## src/rtl/ram3d_block_ring_ctrl.sv

```systemverilog
// Circular block-FIFO sequencer for a P-slot dual-port block RAM (producer -> consumer).
// Optional macro RAM3D_RING_OVERWRITE_EN: writes to a full ring overwrite the oldest block.
module ram3d_block_ring_ctrl #(
   parameter int P  = 2,
   parameter int AW = $clog2(P),
   parameter int CW = $clog2(P + 1)
) (
   input  logic          clock,
   input  logic          i_rst_n,
   input  logic          i_clear,
   input  logic          i_wr_valid,
   output logic          o_wr_ready,
   input  logic          i_rd_req,
   output logic          o_rd_valid,
   output logic [AW-1:0] o_rd_slot,
   output logic          o_ram_wenable,
   output logic          o_ram_enable,
   output logic [AW-1:0] o_ram_write_addr,
   output logic [AW-1:0] o_ram_read_addr,
   output logic [CW-1:0] o_count,
   output logic          o_full,
   output logic          o_empty,
   output logic          o_drop
);

   logic [AW-1:0] wrPtr_q, wrPtr_d;
   logic [AW-1:0] rdPtr_q, rdPtr_d;
   logic [CW-1:0] count_q, count_d;
   logic          rdValid_q;
   logic [AW-1:0] rdSlot_q;
   logic          full, empty, wrReady, wrFire, rdFire, dropEvent;

   // Slot count need not be a power of two, so wrap explicitly at P-1.
   function automatic logic [AW-1:0] nextPtr(input logic [AW-1:0] p);
      return (p == AW'(P - 1)) ? '0 : p + AW'(1);
   endfunction

   assign full  = (count_q == CW'(P));
   assign empty = (count_q == '0);

`ifdef RAM3D_RING_OVERWRITE_EN
   logic drop_q;

   assign wrReady   = i_rst_n;
   assign dropEvent = wrFire & full & ~rdFire;

   always_ff @(posedge clock or negedge i_rst_n) begin
      if (!i_rst_n) drop_q <= 1'b0;
      else          drop_q <= dropEvent;
   end

   assign o_drop = drop_q;
`else
   assign wrReady   = ~full;
   assign dropEvent = 1'b0;
   assign o_drop    = 1'b0;
`endif

   assign wrFire = i_wr_valid & wrReady & ~i_clear;
   assign rdFire = i_rd_req & ~empty & ~i_clear;

   assign o_wr_ready       = wrReady;
   assign o_ram_wenable    = wrFire;
   assign o_ram_enable     = wrFire | rdFire;
   assign o_ram_write_addr = wrPtr_q;
   assign o_ram_read_addr  = rdPtr_q;
   assign o_count          = count_q;
   assign o_full           = full;
   assign o_empty          = empty;
   assign o_rd_valid       = rdValid_q;
   assign o_rd_slot        = rdSlot_q;

   // An overwrite drags the read pointer along so the oldest surviving block stays at its head.
   always_comb begin
      wrPtr_d = wrPtr_q;
      rdPtr_d = rdPtr_q;
      count_d = count_q;
      if (i_clear) begin
         wrPtr_d = '0;
         rdPtr_d = '0;
         count_d = '0;
      end else begin
         if (wrFire)             wrPtr_d = nextPtr(wrPtr_q);
         if (rdFire | dropEvent) rdPtr_d = nextPtr(rdPtr_q);
         if (wrFire & ~rdFire & ~dropEvent) count_d = count_q + CW'(1);
         else if (rdFire & ~wrFire)         count_d = count_q - CW'(1);
      end
   end

   always_ff @(posedge clock or negedge i_rst_n) begin
      if (!i_rst_n) begin
         wrPtr_q   <= '0;
         rdPtr_q   <= '0;
         count_q   <= '0;
         rdValid_q <= 1'b0;
         rdSlot_q  <= '0;
      end else begin
         wrPtr_q   <= wrPtr_d;
         rdPtr_q   <= rdPtr_d;
         count_q   <= count_d;
         rdValid_q <= rdFire;
         if (rdFire) rdSlot_q <= rdPtr_q;
      end
   end

endmodule
```

## config.mk

```make
export PLATFORM = sky130hd
export DESIGN_NAME = ram3d_block_ring_ctrl
export DESIGN_NICKNAME = d
export VERILOG_FILES = /design/src/rtl/ram3d_block_ring_ctrl.sv
export SDC_FILE = /design/constraint.sdc
export NUM_CORES = 1
export LEC_CHECK = 0
export CORE_AREA = 3 3 40 42
export CTS_CLUSTER_SIZE = 28
export DETAILED_ROUTE_END_ITERATION = 8
export DIE_AREA = 0 0 43 45
export GPL_ROUTABILITY_DRIVEN = 0
export GPL_TIMING_DRIVEN = 0
export HOLD_SLACK_MARGIN = 0.1
export PLACE_DENSITY_LB_ADDON = 0.08
export SLEW_MARGIN = 20
export SYNTH_ARGS = -nofsm -noshare
export SYNTH_HDL_FRONTEND = slang
export SYNTH_SLANG_ARGS = --single-unit
```

## constraint.sdc

```tcl
create_clock -name clock -period 1.6 [get_ports clock]
set_input_delay 0.24 -clock clock [delete_from_list [all_inputs] [get_ports clock]]
set_output_delay 0.24 -clock clock [all_outputs]
set_load 0.01 [all_outputs]
```

==> impl_metrics.json, run 1 <==
{
  "outcome": "completed",
  "antenna_found_initial": 0,
  "setup_viol": 0,
  "drc": 0,
  "numClockSinks": 6,
  "hpwl_um": 579,
  "required_ns": 1.36,
  "fmax_mhz": 655,
  "path_clk_slew_ns": 0.04,
  "fin_crit_sh": 0.955,
  "grt_usage": 0.0956,
  "hold_violations": 0,
  "final_common_cell": "clkdlybuf4s50_1",
  "cp.arrival_ns": 1.29,
  "syn-num-nets": 39,
  "drt_pass1_iterations": 2,
  "startpoint": "i_clear",
  "wl_um": 849,
  "insertion_delay_ns": 0.24,
  "rsz0062_at_grt": "false",
  "dieArea_um2": 1940,
  "final_antenna_net_count": 0,
  "layout_common_cells": "clkdlybuf4s50_1, dlygate4sd2_1, nor2_1, dfrtp_1",
  "leakagePower_uw": 0.000248,
  "core_um2": 1280,
  "finalMaxSlewViolations": 0,
  "antenna_cells": 0,
  "fin_cells": 69,
  "fill_cells": 138,
  "pin_count": 17,
  "dpl.cell_count": 64,
  "grt_pass1_vias": 291,
  "cts_buffers": 3,
  "utilization": 0.410,
  "skew_ns": 0.000497,
  "criticalPathCategory": "in2out",
  "vias": 317,
  "critPathMaxFanout": 7,
  "yosys_warnings": 0,
  "synth_seq_cells": 6,
  "cp-start-kind": "primary input",
  "netlist_area_um2": 317,
  "io_buffers": 15,
  "die_x_um": 43,
  "ir_drop_mv": 0.431,
  "reg2reg_from": "o_count[0]",
  "rows": 13,
  "initial_core_util": 0.246,
  "nets": 61,
  "cp-end-kind": "primary output",
  "grt_overflow_total": 0,
  "tns_ns": 0,
  "finalPower_uw": 417,
  "cts_tree": "yes",
  "seq_area_frac_synth": 0.474,
  "ctsHoldBuffers": 0,
  "wl_per_cell_um": 12.3,
  "via_per_inst": 4.59,
  "yosys.cell_types.count": 21,
  "drive_above_1_share": 0.278,
  "fin_hold_ws_ns": 0.246,
  "p_per_area_nw_per_um2": 792,
  "grt_pass1_wl_um": 1280,
  "cts_root_buf": "clkbuf_4",
  "cts_max_path_buffers": 2,
  "min_period_ns": 1.53,
  "drv_cap": 0,
  "synthesis.instances": 34,
  "htree_levels": 1,
  "die_y_um": 45,
  "syn2layout_area_growth_pct": 66.4,
  "syn_area_per_cell_um2": 9.31,
  "grt_max_degree": 9,
  "drtIter0Drc": 6,
  "min_path_type": "in2async"
}
[metrics by stage]
stage	setup slack [ns]	area, um^2
2_1_floorplan	0.334	317
3_3_place_gp	-0.398	485
3_5_place_dp	-0.416	485
4_1_cts	0.00698	518
5_1_grt	0.0208	527
6_report	0.0725	527
[kinds of logic (layout without fill, tap and decap cells)]
kind of cell | Yosys count | after routing | synth area share
AND/OR/NAND/NOR | 14 | 14 | 0.245
AO/OA/AOI/OAI | 8 | 8 | 0.158
flip-flops | 6 | 6 | 0.474
buffers and inverters | 3 | 23 | 0.0474
other | 1 | 1 | 0.0118
XOR/XNOR | 1 | 1 | 0.0277
multiplexers | 1 | 1 | 0.0356
[path summary, 6_finish.rpt]
kind | cells past startpoint | slack, ns | to
worst min-delay path | 1 | 0.25 | o_ram_read_addr
worst max register to register | 4 | 0.22 | o_rd_slot
max in group asynchronous | 1 | 1.12 | o_count[1]
worst min register to register | 1 | 0.51 | o_rd_slot
min in group clock | 3 | 0.48 | o_count[0]
worst max-delay path | 3 | 0.07 | o_ram_wenable
[routing by layer]
layer | share of wire | GRT usage | up-vias
met1 | 0.38 | 0.0911 | 145
met3 | 0.10 | 0.0677 | 2
li1 | - | - | 156
met2 | 0.50 | 0.162 | 14
met5 | 0 | 0 | -
met4 | 0.0094 | 0.0361 | 0
[timing repair]
action | CTS | global route
setup buffers | 1 | 1
pin swaps | 0 | 0
resized for setup | 12 | 3
endpoints found under the setup margin | 5 | 2
gates cloned | 0 | 0
[where the power goes]
part,switching [uW],total [uW],internal (uW)
clock,47.5,132,84.4
combinational,45.7,107,61.2
sequential,12.2,178,166
[synthesized netlist by cell type]
master    number  area (um^2)
a21o_2         1         8.76
a21oi_1        2         10.0
a31oi_1        1         6.26
and2_1         1         6.26
buf_4          1         7.51
conb_1         1         3.75
dfrtp_1        6          150
inv_1          1         3.75
inv_2          1         3.75
mux2_2         1         11.3
nand2_1        2         7.51
nand2b_4       1         13.8
nand3b_1       1         7.51
nor2_1         4         15.0
nor2b_1        1         6.26
nor3_1         3         15.0
o211ai_1       1         7.51
o21ai_0        2         10.0
o21bai_1       1         7.51
or3_1          1         6.26
xor2_1         1         8.76
[sequential cells by signal (all words and copies together) (netlist names)]
register          cells
o_ram_write_addr      1
o_ram_read_addr       1
o_count               2
o_rd_slot             1
o_rd_valid            1
[critical path: stages]
cell,delay (ns)
clkdlybuf4s50_1,0.54
nor3_1,0.22
dlygate4sd2_1,0.29
[area by class of cell]
class                           count  area (um^2)  area share
Clock buffer                        3         22.5      0.0428
Sequential cell                     6          153       0.290
Multi-Input combinational cell     25          161       0.306
Tap cell                           15         18.8      0.0356
Timing Repair Buffer               17          156       0.297
Buffer                              1         7.51      0.0143
Inverter                            2         7.51      0.0143
Note: power is estimated with default switching activity, not from simulation.
==> inputs of run 2 (changes only) <==
==> constraint.sdc (replaced) <==
create_clock -name clock -period 1.6 [get_ports clock]
set_input_delay 0.16 -clock clock [delete_from_list [all_inputs] [get_ports clock]]
set_output_delay 0.16 -clock clock [all_outputs]
set_load 0.02 [all_outputs]
==> impl_metrics.json, run 2 (same netlist as run 1, synthesis figures left out) <==
{
  "drv_cap": 0,
  "outcome": "completed",
  "wl_per_cell_um": 12.2,
  "layout_common_cells": "clkdlybuf4s50_1, nor2_1, dfrtp_1, dlygate4sd2_1",
  "rows": 13,
  "nets": 59,
  "cts_root_buf": "clkbuf_4",
  "cts_tree": "yes",
  "core_um2": 1280,
  "utilization": 0.391,
  "via_per_inst": 4.54,
  "drive_above_1_share": 0.231,
  "hold_violations": 0,
  "skew_ns": 0.000864,
  "switching_share": 0.281,
  "seqPwrFrac": 0.418,
  "drtIter0Drc": 5,
  "numClockSinks": 6,
  "insertion_delay_ns": 0.24,
  "path_clk_slew_ns": 0.04,
  "die_y_um": 45,
  "p_per_area_nw_per_um2": 853,
  "cp-start-kind": "primary input",
  "switching_power_uw": 121,
  "cp.arrival_ns": 1.36,
  "grt_pass1_wl_um": 1170,
  "setup_viol": 0,
  "fin_crit_sh": 0.947,
  "power_frac_comb": 0.276,
  "hpwl_um": 579,
  "criticalPathCategory": "in2out",
  "required_ns": 1.44,
  "io_buffers": 15,
  "antenna_found_initial": 0,
  "htree_levels": 1,
  "startpoint": "i_wr_valid",
  "antenna_cells": 0,
  "grt_overflow_total": 0,
  "reg2reg_from": "o_count[1]",
  "die_x_um": 43,
  "ir_drop_mv": 0.439,
  "endpoint": "o_ram_wenable",
  "rsz0062_at_grt": "false",
  "reg2reg_slack_ns": 0.29,
  "intPower_uw": 308,
  "postCtsSetupRepairBufs": 0,
  "drt_pass1_iterations": 3,
  "leakagePower_uw": 0.000227,
  "wl_um": 816,
  "initial_core_util": 0.246,
  "ctsHoldBuffers": 0,
  "drc": 0,
  "cp-end-kind": "primary output",
  "critPathMaxFanout": 5,
  "grt_pass1_vias": 275,
  "grt_usage": 0.0872,
  "cts_buffers": 3,
  "min_path_type": "in2async",
  "fmax_mhz": 660,
  "grt_max_degree": 10,
  "largest_register_ffs": 2,
  "syn2layout_area_growth_pct": 58.9,
  "vias": 304,
  "r2r_end": "o_rd_slot",
  "pwr-share-clk": 0.306,
  "final_antenna_net_count": 0,
  "cts_max_path_buffers": 2,
  "finalMaxSlewViolations": 0,
  "pin_count": 17,
  "min_period_ns": 1.52,
  "final_common_cell": "clkdlybuf4s50_1",
  "dieArea_um2": 1940,
  "finalPower_uw": 429,
  "r2r_cells": 3
}
[run 2: cell count changes in the layout (fill, tap and decap cells not counted)]
| cell | change |
|---|---|
| dlymetal6s2s_1 | -1 |
| clkdlybuf4s50_1 | +2 |
| buf_4 | -2 |
| nor2b_4 | -1 |
| and2_4 | -1 |
| and2_1 | +1 |
| nor2b_2 | +1 |
| dlygate4sd2_1 | -1 |
[run 2: worst max-delay path, cell delays in order]
cell and delay [ns]:
clkdlybuf4s50_1 0.57, inv_1 0.11, nor3_1 0.16, dlygate4sd2_1 0.35
[run 2: final cells by class]
type                    count  area, um^2
plain buffers               1        7.51
clock buffers               3        22.5
fillers                   140         782
inverters                   2        7.51
multi-input cells          25         154
flip-flops and latches      6         153
well taps                  15        18.8
repair buffers             15         140
[run 2: routing by layer]
layer,track usage,vias up,share of wire,wire (um)
li1,-,153,-,-
met1,0.0936,137,0.42,339
met2,0.132,12,0.49,396
met3,0.0637,2,0.091,74
met4,0.0361,0,0.0074,6
met5,0,-,0,0
[run 2: power groups by stage]
stage | Sequential (uW) | Combinational [uW] | Clock [uW]
floorplan | 195 | 44.7 | 0
global placement | 179 | 123 | 0
detailed placement | 180 | 125 | 0
CTS | 179 | 120 | 141
global route | 180 | 126 | 151
finish | 179 | 118 | 131
[run 2: per-stage QoR]
stage	instances	setup TNS, ns	cell area [um^2]	hold WS (ns)	setup slack, ns
3_5_place_dp	64	-0.491	485	0.424	-0.324
2_1_floorplan	34	0	317	-0.136	0.112
3_3_place_gp	64	-0.452	485	0.422	-0.306
4_1_cts	67	0	507	0.166	0.0103
6_report	67	0	503	0.169	0.0840
5_1_grt	67	0	503	0.179	0.0305
[run 2: repair_timing]
item                       4_1_cts  5_1_grt
setup endpoints to repair        5        1
resized for setup               10        2
pin swaps                        0        0
[run 2: worst min-delay path by stage]
stage | startpoint | to | cells past startpoint
floorplan | i_rst_n | o_count[0] | 0
global placement | i_rst_n | o_count[1] | 1
detailed placement | i_rst_n | o_ram_write_addr | 1
CTS | i_rst_n | o_rd_slot | 1
global route | i_rst_n | o_ram_read_addr | 1
finish | i_rst_n | o_ram_read_addr | 1
==> inputs of run 3 (changes only) <==
--- a/config.mk
+++ b/config.mk
@@ -5,6 +5,7 @@
 export SDC_FILE = /design/constraint.sdc
 export NUM_CORES = 1
 export LEC_CHECK = 0
+export ABC_CLOCK_PERIOD_IN_PS = 1600
 export CORE_AREA = 3 3 40 42
 export CTS_CLUSTER_SIZE = 28
 export DETAILED_ROUTE_END_ITERATION = 8
==> results of run 3 <==
The final DEF is identical to that of run 2; final timing and power are the same.
